`config.mk`:
```
export PLATFORM = sky130hd
export DESIGN_NAME = result_reader
export DESIGN_NICKNAME = d
export VERILOG_FILES = /design/src/rtl/result_pkg.sv /design/src/rtl/result_reader.sv
export SDC_FILE = /design/constraint.sdc
export NUM_CORES = 1
export LEC_CHECK = 0
export BUFFER_PORTS_ARGS = -buffer_cell sky130_fd_sc_hd__buf_4
export CAP_MARGIN = 25
export CORE_ASPECT_RATIO = 1.75
export CORE_MARGIN = 8
export CORE_UTILIZATION = 52
export DETAILED_ROUTE_END_ITERATION = 12
export GPL_TIMING_DRIVEN = 1
export MAX_ROUTING_LAYER = met4
export PLACE_DENSITY = 0.78
export SYNTH_ARGS = -nofsm -noshare
export SYNTH_HDL_FRONTEND = slang
export SYNTH_SLANG_ARGS = --single-unit
```
`constraint.sdc`:
```
create_clock -name clock -period 3.02 [get_ports clock]
set_clock_uncertainty 0.05 [all_clocks]
set_input_delay 0.151 -clock clock [delete_from_list [all_inputs] [get_ports clock]]
set_output_delay 0.151 -clock clock [all_outputs]
set_load 0.01 [all_outputs]
```
`src/rtl/result_pkg.sv`:
```
// Shared types and constants for the result RAM drain logic.
// Latency: n/a (declarations only).
// Backpressure: n/a (declarations only).
package result_pkg;

  // Default geometry: 128 result elements, 24-bit data/checksum.
  localparam int DEF_ADDR_WIDTH   = 7;
  localparam int DEF_RESULT_WIDTH = 24;

  // All-ones address; sliced to the actual address width by the user.
  localparam logic [31:0] LAST_ADDR = '1;

  typedef enum logic [2:0] {
    IDLE,
    FETCH,
    CAPTURE,
    SEND_A,
    SEND_B,
    DONE
  } reader_state_t;

endpackage

```
`src/rtl/result_reader.sv`:
```
// Drains the dual-port result RAM (port A even, port B odd addresses) onto a
// valid/ready stream while accumulating a modulo checksum against expected_sum.
// Latency: first out_valid two cycles after the accepted start; 4 cycles per
// address pair with out_ready high; done pulses the cycle after the last
// transfer. Backpressure: out_ready low holds the current element stable in
// SEND_A/SEND_B; RAM fetches are only issued once both elements of the previous
// pair have been accepted.
//
// Ports:
//   clock, reset         : single clock, asynchronous active-high reset
//   start, expected_sum  : drain request (IDLE only) and reference sum
//   addrA/addrB, qA/qB   : RAM read addresses and data (1-cycle read latency)
//   out_data/valid/ready/last : element stream
//   busy, done           : activity flag and one-cycle completion pulse
//   checksum, sum_match  : running sum and final comparison result
module result_reader
  import result_pkg::*;
#(
  parameter int ADDR_WIDTH   = DEF_ADDR_WIDTH,
  parameter int RESULT_WIDTH = DEF_RESULT_WIDTH
) (
  input  logic                    clock,
  input  logic                    reset,
  input  logic                    start,
  input  logic [RESULT_WIDTH-1:0] expected_sum,
  output logic [ADDR_WIDTH-1:0]   addrA,
  output logic [ADDR_WIDTH-1:0]   addrB,
  input  logic [RESULT_WIDTH-1:0] qA,
  input  logic [RESULT_WIDTH-1:0] qB,
  output logic [RESULT_WIDTH-1:0] out_data,
  output logic                    out_valid,
  input  logic                    out_ready,
  output logic                    out_last,
  output logic                    busy,
  output logic                    done,
  output logic [RESULT_WIDTH-1:0] checksum,
  output logic                    sum_match
);

  // Pair index: addrA = {pair, 0}, addrB = {pair, 1}, so the two ports can
  // never fall out of step.
  localparam int PW = ADDR_WIDTH - 1;
  localparam logic [ADDR_WIDTH-1:0] LAST_B = LAST_ADDR[ADDR_WIDTH-1:0];

  reader_state_t           state_q, state_d;
  logic [PW-1:0]           pair_q, pair_d;
  logic [RESULT_WIDTH-1:0] hold_a_q, hold_a_d;
  logic [RESULT_WIDTH-1:0] hold_b_q, hold_b_d;
  logic [RESULT_WIDTH-1:0] csum_q, csum_d;
  logic [RESULT_WIDTH-1:0] exp_q, exp_d;
  logic                    match_q, match_d;

  logic                    is_last;

  assign addrA     = {pair_q, 1'b0};
  assign addrB     = {pair_q, 1'b1};
  assign is_last   = (addrB == LAST_B);
  assign busy      = (state_q != IDLE);
  assign checksum  = csum_q;
  assign sum_match = match_q;

  always_ff @(posedge clock or posedge reset) begin
    if (reset) begin
      state_q  <= IDLE;
      pair_q   <= '0;
      hold_a_q <= '0;
      hold_b_q <= '0;
      csum_q   <= '0;
      exp_q    <= '0;
      match_q  <= 1'b0;
    end else begin
      state_q  <= state_d;
      pair_q   <= pair_d;
      hold_a_q <= hold_a_d;
      hold_b_q <= hold_b_d;
      csum_q   <= csum_d;
      exp_q    <= exp_d;
      match_q  <= match_d;
    end
  end

  always_comb begin
    state_d   = state_q;
    pair_d    = pair_q;
    hold_a_d  = hold_a_q;
    hold_b_d  = hold_b_q;
    csum_d    = csum_q;
    exp_d     = exp_q;
    match_d   = match_q;
    out_data  = '0;
    out_valid = 1'b0;
    out_last  = 1'b0;
    done      = 1'b0;

    case (state_q)
      IDLE: begin
        if (start) begin
          state_d = FETCH;
          pair_d  = '0;
          csum_d  = '0;
          match_d = 1'b0;
          exp_d   = expected_sum;
        end
      end

      // Addresses are held here so the RAM samples them on this edge.
      FETCH: begin
        state_d = CAPTURE;
      end

      // Read data is only present this cycle; park it so the stream can stall.
      CAPTURE: begin
        hold_a_d = qA;
        hold_b_d = qB;
        state_d  = SEND_A;
      end

      SEND_A: begin
        out_valid = 1'b1;
        out_data  = hold_a_q;
        if (out_ready) begin
          csum_d  = csum_q + hold_a_q;
          state_d = SEND_B;
        end
      end

      SEND_B: begin
        out_valid = 1'b1;
        out_data  = hold_b_q;
        out_last  = is_last;
        if (out_ready) begin
          csum_d = csum_q + hold_b_q;
          if (is_last) begin
            // Compare against the post-transfer sum so sum_match is
            // already valid while done is high.
            match_d = (csum_d == exp_q);
            state_d = DONE;
          end else begin
            pair_d  = pair_q + PW'(1);
            state_d = FETCH;
          end
        end
      end

      DONE: begin
        done    = 1'b1;
        match_d = (csum_q == exp_q);
        state_d = IDLE;
      end

      default: begin
        state_d = IDLE;
      end
    endcase
  end

endmodule

```
=== Yosys cells after proc, flatten, opt, wreduce, memory -nomap -nowiden ===
Index checks and enable logic that the tools add are counted.

* Multiplexer cells: 21
* Equality and inequality tests: 13
* Reduce and logical (&&, ||, !) cells: 11
* Add/sub/neg operators: 3

{| class="wikitable"
|+ Operators by type and width
! cell !! number
|-
| $mux 24 || 3
|-
| $pmux 24 s3 || 1
|-
| $add 24x24->24 || 2
|-
| $eq 24x24->1 || 2
|-
| $pmux 24 s2 || 1
|-
| $mux 6 || 3
|-
| $pmux 3 s5 || 1
|-
| $mux 3 || 4
|-
| $pmux 6 s2 || 1
|-
| $reduce_and 4->1 || 3
|-
| $ne 2x2->1 const B || 5
|-
| $reduce_bool 3->1 || 3
|-
| $add 6x1->6 const B || 1
|-
| $eq 3x2->1 const B || 2
|-
| $eq 3x3->1 const B || 2
|-
| $eq 6x6->1 const B || 1
|-
| $mux 1 || 6
|-
| $eq 3x1->1 const B || 1
|-
| $logic_not 3->1 || 1
|-
| $pmux 1 s3 || 1
|-
| $reduce_and 3->1 || 1
|-
| $reduce_and 2->1 || 1
|-
| $reduce_bool 2->1 || 1
|-
| $reduce_or 2->1 || 1
|}

* Register bits: 106
* Output and inout port bits: 67

=== Depth between registers and ports, before layout ===
Gate-level depths: netlist (run 1).

* Depth in word-level cells: 5
* Mapped depth: 13

=== Worst setup path after synthesis (run 1) ===
No wires, ideal clock.

* Path kind: reg2reg
* Start: register csum_q[0] (netlist: checksum[0])
* End: register match_q (netlist: sum_match)
* Clock period less this slack: 3.379 ns
* Setup time: 0.092 ns
* Path slack: -0.359 ns
* Cell stages (with the launch flop): 14
* Data required time: 2.878 ns
* Arrival: 3.237 ns
* Cells stage by stage: dfrtp_1 -> ha_1 -> inv_1 -> fa_1 -> nor2b_1 -> o221ai_1 -> a211o_1 -> a2111o_1 -> and2_1 -> nor2b_1 -> nor4_2 -> a311oi_1 -> a31o_1 -> o31ai_2

* Cells in the longest elaborated chain, start to end: 5
* Elaborated cells between the ends (all ways): 6

{| class="wikitable"
|+ RTL lines
! what !! RTL line !! source
|-
| start, declared || result_reader.sv:49 || <nowiki>logic [RESULT_WIDTH-1:0] csum_q, csum_d;</nowiki>
|-
| start signal, assigned || result_reader.sv:76 || <nowiki>csum_q <= csum_d;</nowiki>
|-
| $add 24x24->24 || result_reader.sv:132 || <nowiki>csum_d = csum_q + hold_b_q;</nowiki>
|-
| $eq 24x24->1 || result_reader.sv:136 || <nowiki>match_d = (csum_d == exp_q);</nowiki>
|-
| $mux 1 || result_reader.sv:133 || <nowiki>if (is_last) begin</nowiki>
|-
| $mux 1 || result_reader.sv:131 || <nowiki>if (out_ready) begin</nowiki>
|-
| $pmux 1 s3 (*) || result_reader.sv:95 || <nowiki>case (state_q)</nowiki>
|-
| end signal, assigned || result_reader.sv:78 || <nowiki>match_q <= match_d;</nowiki>
|-
| end, declared || result_reader.sv:51 || <nowiki>logic match_q, match_d;</nowiki>
|}

Every way passes the cells marked *; elsewhere a longest branch is shown, timed or not. The select of a mux whose other input is x is not followed.
A chain may end at the register's enable or synchronous reset.

=== Worst setup path in the final report (run 1) ===
Ends and elaborated chain as after synthesis.

==> metrics, run 1 <==
clock-pin transition on the worst setup and hold timing paths=80 ps; max-capacitance violation count=0; Core Util, Final=0.776; Placer Congestion=0.963; layout net count=1,313; largest cells by area after synthesis=dfrtp_1 34%, mux2_2 9.3%, ha_1 7.5%; wire per inst=21.4 um; number of synthesized register bits=106; final hold slack=137 ps; DP Area=0.0101 mm^2; drt via density=5.99; r2r endpoint=sum_match; Multi-input gate area=0.00520 mm^2; CP required=3230 ps; global-route wire length before repair=45,500 um; cell accounting for the most synthesized area=dfrtp_1; max-slew violations=0; setup ws final=-274 ps; Top FF cell, synth=dfrtp_1; run status=complete, but fails checks; initial core utilization=0.531; failing checks=negative setup slack; Arr. time, crit path=3510 ps; syn_nets=977; minimum clock period=3290 ps; H-tree levels=3; sequential fraction of the synthesis area=0.337; Tot GR Track Use=0.310; EDFF count, synth=0; Power Density=1450 mW/mm^2; Fmax=304 MHz; Area Overhead vs Synth=46.1%; Crit. End Element=flip-flop; DP Wirelength=21,000 um; CTS sink cnt=106; Sw Ratio=0.464; Final Setup Violations=7; Crit Path Max Fanout=3; crit path from=checksum[0]; CTS Buf Count=9; TritonCTS clock tree=yes; DR iter-0 viols=418; largest net degree at the start of global routing=67; clk_lat worst skew=360 ps; Worst R2R Path Depth=13; row cnt=59; register area=0.00266 mm^2; via count=8,254; cells after synthesis=852; RSZ-0062 raised after global routing=yes; global route overflow=0; leakage power total=0.00533 uW; Async SR Flop Fraction=1.00; number of global-route vias before repair=8,734; Clk pwr share=0.071; IO Pins=143; Post-Syn Area per Cell=9.25 um^2; Post-Syn Area=0.00788 mm^2; die height=179 um; Residual DRC=0; Flop pwr share=0.164; fin area=0.0115 mm^2; I/O Buffers=140; total power=16,700 uW; Min-Delay Path Class=input pin to flip-flop; Die X=109 um; area of the die=0.0195 mm^2; r2r setup slk=-270 ps; fin crit share=1.09; Synth Warn #=0; Combinational Power Share=0.765; top cell type's share of synthesized area=0.337; Pre-antenna DRT Iters=5; core area=0.0148 mm^2; Max-slew headroom=0.617; Slew @ Worst Pin=574 ps; share of layout cells above drive strength 1=0.373; final hold viol count=0; Layout fillers=970; Critical Path Start Type=flip-flop; Peak VDD IR=0.853 mV; Internal=8950 uW; CP endpoint=sum_match; Antenna Nets Post-Route=0; CTS Buffer Depth=2; RR Startpoint=checksum[0]; CTS Root Cell=clkbuf_16; routed wire length=29,500 um; Synth cell types=72; initial antenna violation count=0; P_sw=7740 uW; critical path class=flip-flop to flip-flop
how the worst min path moves through the flow:
stage                     startpoint           end  slack [ps]  depth (start not counted)
floorplan           expected_sum[12]     exp_q[12]         220                          2
global placement               reset  hold_b_q[14]          50                          2
detailed placement             reset  hold_b_q[14]          50                          2
CTS                        out_ready    state_q[1]         130                          4
global route               out_ready    state_q[2]         180                          4
finish                     out_ready    state_q[1]         140                          4
critical path, cell delays in order, from the launching register on:
cell	delay, ps
dfrtp_1	420
ha_4	180
inv_2	60
fa_2	230
nor2b_4	60
o2111a_1	250
o2111a_2	290
or4_1	480
a311o_1	330
a22oi_2	200
nand4_1	130
nor4_2	150
nand4_1	160
o31ai_2	190
synth_stat cells (7+ instances only):
library cell  instances
a211oi_1              8
xnor2_1              37
nor2_1               65
clkbuf_1             33
ha_1                 47
inv_1                28
nand2_1              66
and2_1               12
a221oi_1             10
nor2b_1               8
mux2_2               65
o21ai_0              48
buf_4                 8
a22o_1               23
a21o_1               14
dfrtp_1             106
a21oi_1              58
o21a_1               13
nor3_1               18
xor2_1               24
nand3_1              13
a2111oi_0             7
mux2i_1              10
layout make-up:
class	count	share of cell area
antenna	1	0.000217
clock inverter	5	0.00402
clock buffer	11	0.0211
inverter	29	0.00978
timing repair buffer	374	0.263
multi-input combinational	668	0.452
tap	183	0.0199
sequential	106	0.231
per-layer routing:
| metal | vias to the layer above | GRT usage | part of all wire |
|---|---|---|---|
| li1 | 3805 | - | - |
| met1 | 4029 | 0.314 | 0.36 |
| met2 | 316 | 0.557 | 0.54 |
| met3 | 104 | 0.0382 | 0.046 |
| met4 | 0 | 0.177 | 0.055 |
| met5 | - | - | 0 |
kinds of logic (layout without fill, tap and decap cells):
family / count (synthesis) / in the layout / share of synthesized area
AO/OA/AOI/OAI: 251 / 251 / 0.227
flip-flops: 106 / 106 / 0.337
other: 2 / 3 / 0.000953
buffers and inverters: 78 / 419 / 0.0416
AND/OR/NAND/NOR: 229 / 229 / 0.138
multiplexers: 75 / 75 / 0.106
adder cells (fa/ha/maj): 49 / 49 / 0.0797
XOR/XNOR: 62 / 62 / 0.0706
through the flow:
stage | instances | TNS [ps] | worst slack [ps]
6_report | 1377 | -791 | -274
5_1_grt | 1376 | -1500 | -440
4_1_cts | 1367 | -332 | -276
3_5_place_dp | 1276 | -668 | -356
3_3_place_gp | 1276 | -539 | -273
2_1_floorplan | 852 | -198 | -198
power groups by stage:
stage	Combinational [uW]	Sequential [uW]	Clock [uW]
finish	12800	2730	1190
global route	13700	2800	1240
CTS	12000	2680	1190
detailed placement	11600	2700	0
global placement	11500	2670	0
floorplan	6970	2680	0
cell usage in the layout, fill, tap and decap left out, types with 6 or more instances in the layout:
cell / Yosys / routed
buf_4: 8 / 297
dfrtp_1: 106 / 104
dlygate4sd3_1: 0 / 73
nand2_1: 66 / 66
mux2_2: 65 / 65
nor2_1: 65 / 62
a21oi_1: 58 / 53
ha_1: 47 / 40
o21ai_0: 48 / 37
xnor2_1: 37 / 35
inv_1: 28 / 26
xor2_1: 24 / 23
a22o_1: 23 / 23
nor3_1: 18 / 18
a21o_1: 14 / 14
nand3_1: 13 / 13
o21a_1: 13 / 13
and2_1: 12 / 12
mux2i_1: 10 / 10
a221oi_1: 10 / 10
o21ai_1: 0 / 9
clkbuf_16: 0 / 9
ha_4: 0 / 7
or3_1: 6 / 6
a211oi_1: 8 / 6
nand4_1: 6 / 6
state kept, by name, summed over array words and instances (netlist names):
register,flops
checksum,24
exp_q,24
hold_a_q,24
hold_b_q,24
pair_q,6
state_q,3
sum_match,1
what timing repair did:
item,CTS,global route
endpoints found under the setup margin,4,10
pin swaps,16,22
setup buffers,2,10
endpoints found under the hold margin,79,0
gates resized for setup,28,33
hold buffers,73,0
Note: power is estimated with default switching activity, not from simulation.
==> run 2: changes to the inputs <==
- CORE_UTILIZATION: 52 -> 60
- PLACE_DENSITY: 0.78 -> 0.85
- clock period: 3.02 -> 4.1 ns (I/O delays scaled with it)
==> metrics, run 2 (synthesis results as in run 1) <==
initial antenna violation count=0 (unchanged); RR Startpoint=checksum[0] (unchanged); final hold viol count=0 (unchanged); setup ws final=364 ps (was -274 ps); Largest stage delay, worst path=450 ps (was 480 ps); RSZ-0062 raised after global routing=no (was yes); CP top delay family=compound AO/OA/AOI/OAI gates (unchanged); Gates resized, CTS repair=0 (was 28); share of layout cells above drive strength 1=0.268 (was 0.373); drt via density=6.32 (was 5.99); pre-CTS setup slack=449 ps (was -356 ps); global-route wire length before repair=39,300 um (was 45,500 um); Tot GR Track Use=0.306 (was 0.310); final hold slack=11.1 ps (was 137 ps); layout net count=1,099 (was 1,313); global route overflow=0 (unchanged); DR iter-0 viols=361 (was 418); Antenna Cells=0 (was 1); Arr. time, crit path=3950 ps (was 3510 ps); Max-slew headroom=0.432 (was 0.617); worst path bufs/invs=1 (unchanged); minimum clock period=3740 ps (was 3290 ps); Power Density=1080 mW/mm^2 (was 1450 mW/mm^2); number of global-route vias before repair=7,533 (was 8,734); CP max-delay cell=a2111o_1 (was or4_1); Layout fillers=1,017 (was 970); row cnt=55 (was 59); Multi-input gate area=0.00491 mm^2 (was 0.00520 mm^2); most common cell after layout, fill and taps aside=buf_4 (unchanged); crit path from=checksum[0] (unchanged); I/O Buffers=140 (unchanged); max-capacitance violation count=0 (unchanged); Area Overhead vs Synth=19.0% (was 46.1%); Antenna Nets Post-Route=0 (unchanged); area of the die=0.0172 mm^2 (was 0.0195 mm^2); run status=finished, final reports clean (was complete, but fails checks); Min-Delay Path Class=input pin to flip-flop (unchanged); clk_lat worst skew=350 ps (was 360 ps); Crit Path Max Fanout=6 (was 3); Crit. End Element=flip-flop (unchanged); clock-pin transition on the worst setup and hold timing paths=70 ps (was 80 ps); leakage power total=0.00428 uW (was 0.00533 uW); Slew @ Worst Pin=844 ps (was 574 ps); CTS Buffer Depth=2 (unchanged); wire per inst=22.0 um (was 21.4 um); CTS sink cnt=106 (unchanged); total power=10,100 uW (was 16,700 uW); crit path cell chain=ha_1 > inv_1 > fa_1 > nor2b_1 > o221ai_1 > a211o_1 > a2111o_1 > and2_1 > nor2b_1 > nor4_2 > a311oi_1 > a31o_1 > o31ai_2 (was ha_4 > inv_2 > fa_2 > nor2b_4 > o2111a_1 > o2111a_2 > or4_1 > a311o_1 > a22oi_2 > nand4_1 > nor4_2 > nand4_1 > o31ai_2); CTS Buf Count=9 (unchanged); CP required=4310 ps (was 3230 ps); largest net degree at the start of global routing=51 (was 67); H-tree levels=3 (unchanged); Fmax=268 MHz (was 304 MHz); IO Pins=143 (unchanged); fin crit share=0.911 (was 1.09); setup TNS=0 ps (was -791 ps); TritonCTS clock tree=yes (unchanged); routed wire length=25,300 um (was 29,500 um); core area=0.0129 mm^2 (was 0.0148 mm^2); Worst R2R Path Depth=13 (unchanged); via count=7,256 (was 8,254); worst min-delay path startpoint=expected_sum[5] (was out_ready); Final Setup Violations=0 (was 7); r2r setup slk=360 ps (was -270 ps); max-slew violations=0 (unchanged); die height=168 um (was 179 um); register area=0.00265 mm^2 (was 0.00266 mm^2); Hold Crit Endpoint=exp_q[5] (was state_q[1]); Die X=103 um (was 109 um); Placer Congestion=0.965 (was 0.963); critical path class=flip-flop to flip-flop (unchanged); Peak VDD IR=0.665 mV (was 0.853 mV); Critical Path Start Type=flip-flop (unchanged); r2r endpoint=sum_match (unchanged); initial core utilization=0.612 (was 0.531); Pre-antenna DRT Iters=4 (was 5); Setup Fix Bufs, Post-CTS=0 (was 2); commonest cells after routing, fill and taps aside=158 x buf_4, 106 x dfrtp_1, 66 x nand2_1 (was 297 x buf_4, 104 x dfrtp_1, 73 x dlygate4sd3_1); CTS Root Cell=clkbuf_16 (unchanged); hold depth=3 (was 4); Residual DRC=0 (unchanged); DP Wirelength=19,600 um (was 21,000 um); CP most frequent cell=nor2b_1 (was nand4_1)
-- run 2: cell types whose count changed in the layout (fill, tap and decap cells not counted), sizes merged --
cell,before,now
inv,29,30
diode,1,0
buf,301,159
clkbuf,11,10
dlygate4sd3,73,1
clkinv,4,3
-- run 2: per-stage QoR --
stage | instances | utilization | instance area [um^2]
final | 1149 | 0.729 | 9380
after global placement | 1132 | 0.705 | 9080
after global routing | 1149 | 0.729 | 9380
after floorplan | 852 | - | 7880
after detailed placement | 1132 | 0.705 | 9080
after CTS | 1148 | 0.728 | 9370
-- run 2: worst register-to-register path: cells and delay by family (launching register included) --
family,cells,cell delay [ps]
adder cells (fa/ha/maj),2,600
AO/OA/AOI/OAI,6,1680
AND/OR/NAND/NOR,4,860
flip-flops,1,410
buffers and inverters,1,70
-- run 2: layer usage --
metal  vias to the layer above  GRT usage  share of wire
met5                         -          -              0
met4                         0      0.159          0.053
met3                        79     0.0365          0.046
met2                       280      0.555           0.55
met1                      3522      0.305           0.35
li1                       3375          -              -
-- run 2: layout make-up --
cell class,instances,area share
Clock buffer,10,0.0255
Timing Repair Buffer,160,0.129
Clock inverter,5,0.00413
Sequential cell,106,0.283
Multi-Input combinational cell,668,0.524
Tap cell,171,0.0228
Inverter,29,0.0119
-- run 2: worst max path at each step --
stage	endpoint	slack, ps	depth (start not counted)
2_1_floorplan	sum_match	720	13
3_3_place_gp	sum_match	540	13
3_5_place_dp	sum_match	450	13
4_1_cts	sum_match	400	13
5_1_grt	sum_match	40	11
6_report	sum_match	360	13
-- run 2: what timing repair did --
item                                    4_1_cts  5_1_grt
hold endpoints to repair                     20        0
endpoints found under the setup margin        0        0
hold buffers                                  1        0
-- run 2: power breakdown --
group,internal (uW),switching [uW]
registers,1540,602
clock network,430,405
logic,3160,4000
==> run 3: changes to the inputs <==
- CAP_MARGIN: 25 -> unset
- CORE_UTILIZATION: 60 -> 53
- CTS_CLUSTER_SIZE: unset -> 12
- PLACE_DENSITY: 0.85 -> 0.76
==> metrics, run 3 (synthesis results as in run 1) <==
Critical Path Start Type=flip-flop (unchanged); RR Startpoint=checksum[0] (unchanged); number of global-route vias before repair=7,262 (was 7,533); drt via density=6.15 (was 6.32); area of the die=0.0192 mm^2 (was 0.0172 mm^2); commonest cells after routing, fill and taps aside=155 x buf_4, 106 x dfrtp_1, 66 x nand2_1 (was 158 x buf_4, 106 x dfrtp_1, 66 x nand2_1); max-slew violations=0 (unchanged); Die X=108 um (was 103 um); CTS Buffer Depth=2 (unchanged); global route overflow=0 (unchanged); fin area=0.00938 mm^2 (about the same); CP required=4320 ps (was 4310 ps); initial antenna violation count=0 (unchanged); Residual DRC=0 (unchanged); DP Wirelength=19,100 um (was 19,600 um); RSZ-0062 raised after global routing=no (unchanged); largest net degree at the start of global routing=41 (was 51); setup TNS=0 ps (unchanged); layout net count=1,096 (was 1,099); Power Density=1070 mW/mm^2 (was 1080 mW/mm^2); H-tree levels=3 (unchanged); fin crit share=0.904 (was 0.911); clk_lat worst skew=350 ps (about the same); initial core utilization=0.536 (was 0.612); Setup Fix Bufs, Post-CTS=0 (unchanged); minimum clock period=3710 ps (was 3740 ps); Area Overhead vs Synth=19.1% (was 19.0%); Antenna Cells=0 (unchanged); wire per inst=21.3 um (was 22.0 um); TritonCTS clock tree=yes (unchanged); Core Util, Final=0.639 (was 0.729); Hold Crit Endpoint=exp_q[23] (was exp_q[5]); r2r setup slk=390 ps (was 360 ps); Crit Path Max Fanout=6 (unchanged); hold buffer count at cts=2 (was 1); Tot GR Track Use=0.271 (was 0.306); final hold slack=6.95 ps (was 11.1 ps); critical path class=flip-flop to flip-flop (unchanged); pre-CTS setup slack=474 ps (was 449 ps); Arr. time, crit path=3920 ps (was 3950 ps); Multi-input gate area=0.00491 mm^2 (about the same); Peak VDD IR=0.589 mV (was 0.665 mV); Worst R2R Path Depth=13 (unchanged); via count=7,125 (was 7,256); clock-pin transition on the worst setup and hold timing paths=70 ps (about the same); routed wire length=24,700 um (was 25,300 um); Max-slew headroom=0.431 (was 0.432); global-route wire length before repair=39,200 um (was 39,300 um); die height=177 um (was 168 um); CTS Root Cell=clkbuf_16 (unchanged); IO Pins=143 (unchanged); Pre-antenna DRT Iters=5 (was 4); most common cell after layout, fill and taps aside=buf_4 (unchanged); Slew @ Worst Pin=845 ps (was 844 ps); final hold viol count=0 (unchanged); I/O Buffers=140 (unchanged); core area=0.0147 mm^2 (was 0.0129 mm^2); Fmax=270 MHz (was 268 MHz); DR iter-0 viols=323 (was 361); r2r endpoint=sum_match (unchanged); Layout fillers=1,273 (was 1,017); Crit. End Element=flip-flop (unchanged); run status=finished, final reports clean (unchanged); Placer Congestion=0.988 (was 0.965); leakage power total=0.00426 uW (was 0.00428 uW); Antenna Nets Post-Route=0 (unchanged); register area=0.00265 mm^2 (unchanged); Gates resized, CTS repair=0 (unchanged); CTS sink cnt=106 (unchanged); CTS Buf Count=9 (unchanged); DP Area=0.00907 mm^2 (was 0.00908 mm^2); hold depth=3 (unchanged); share of layout cells above drive strength 1=0.262 (was 0.268); row cnt=59 (was 55); max-capacitance violation count=0 (unchanged); worst min-delay path startpoint=expected_sum[23] (was expected_sum[5]); setup ws final=392 ps (was 364 ps); Final Setup Violations=0 (unchanged); Min-Delay Path Class=input pin to flip-flop (unchanged)
-- run 3: changes by cell type in the layout (fill, tap and decap cells not counted), sizes merged --
| cell | delta |
|---|---|
| buf | -4 |
| bufinv | +1 |
| clkinv | -2 |
| clkbuf | +1 |
| clkinvlp | +1 |
| dlygate4sd3 | +1 |
-- run 3: report_power, final --
| group | switching, uW | internal [uW] | total (uW) |
|---|---|---|---|
| Combinational | 3900 | 3140 | 7040 |
| Sequential | 598 | 1540 | 2140 |
| Clock | 409 | 479 | 888 |
| Total | 4910 | 5160 | 10100 |
-- run 3: area by class of cell --
cell class / count / share of cell area
flip-flops and latches: 106 / 0.283
well taps: 183 / 0.0244
repair buffers: 157 / 0.126
clock inverters: 5 / 0.00667
multi-input cells: 668 / 0.523
clock buffers: 11 / 0.0248
inverters: 29 / 0.0119
-- run 3: worst max-delay path by stage --
stage / slack, ps / startpoint / endpoint
CTS: 420 / checksum[0] / sum_match
floorplan: 720 / checksum[0] / sum_match
global route: 130 / checksum[0] / sum_match
finish: 390 / checksum[0] / sum_match
detailed placement: 470 / checksum[0] / sum_match
global placement: 520 / checksum[0] / sum_match
-- run 3: worst max-delay path, cell delays in order, from the launching register on --
cell      delay, ps
dfrtp_1         420
ha_1            200
inv_1            60
fa_1            400
nor2b_1         230
o221ai_1        210
a211o_1         410
a2111o_1        470
and2_1          180
nor2b_1         150
nor4_2          270
a311oi_1        140
a31o_1          220
o31ai_2         220
-- run 3: routing by layer --
layer | up-vias | routed length, um | global-route usage
met2 | 249 | 13500 | 0.483
li1 | 3363 | - | -
met4 | 0 | 1180 | 0.137
met1 | 3447 | 9010 | 0.285
met3 | 66 | 1020 | 0.0291
met5 | - | 0 | -
-- run 3: per-stage QoR --
stage,total power (uW),instances
after global routing,10800,1159
after global placement,9040,1141
final,10100,1159
after detailed placement,9110,1141
after floorplan,7060,852
after CTS,10100,1159
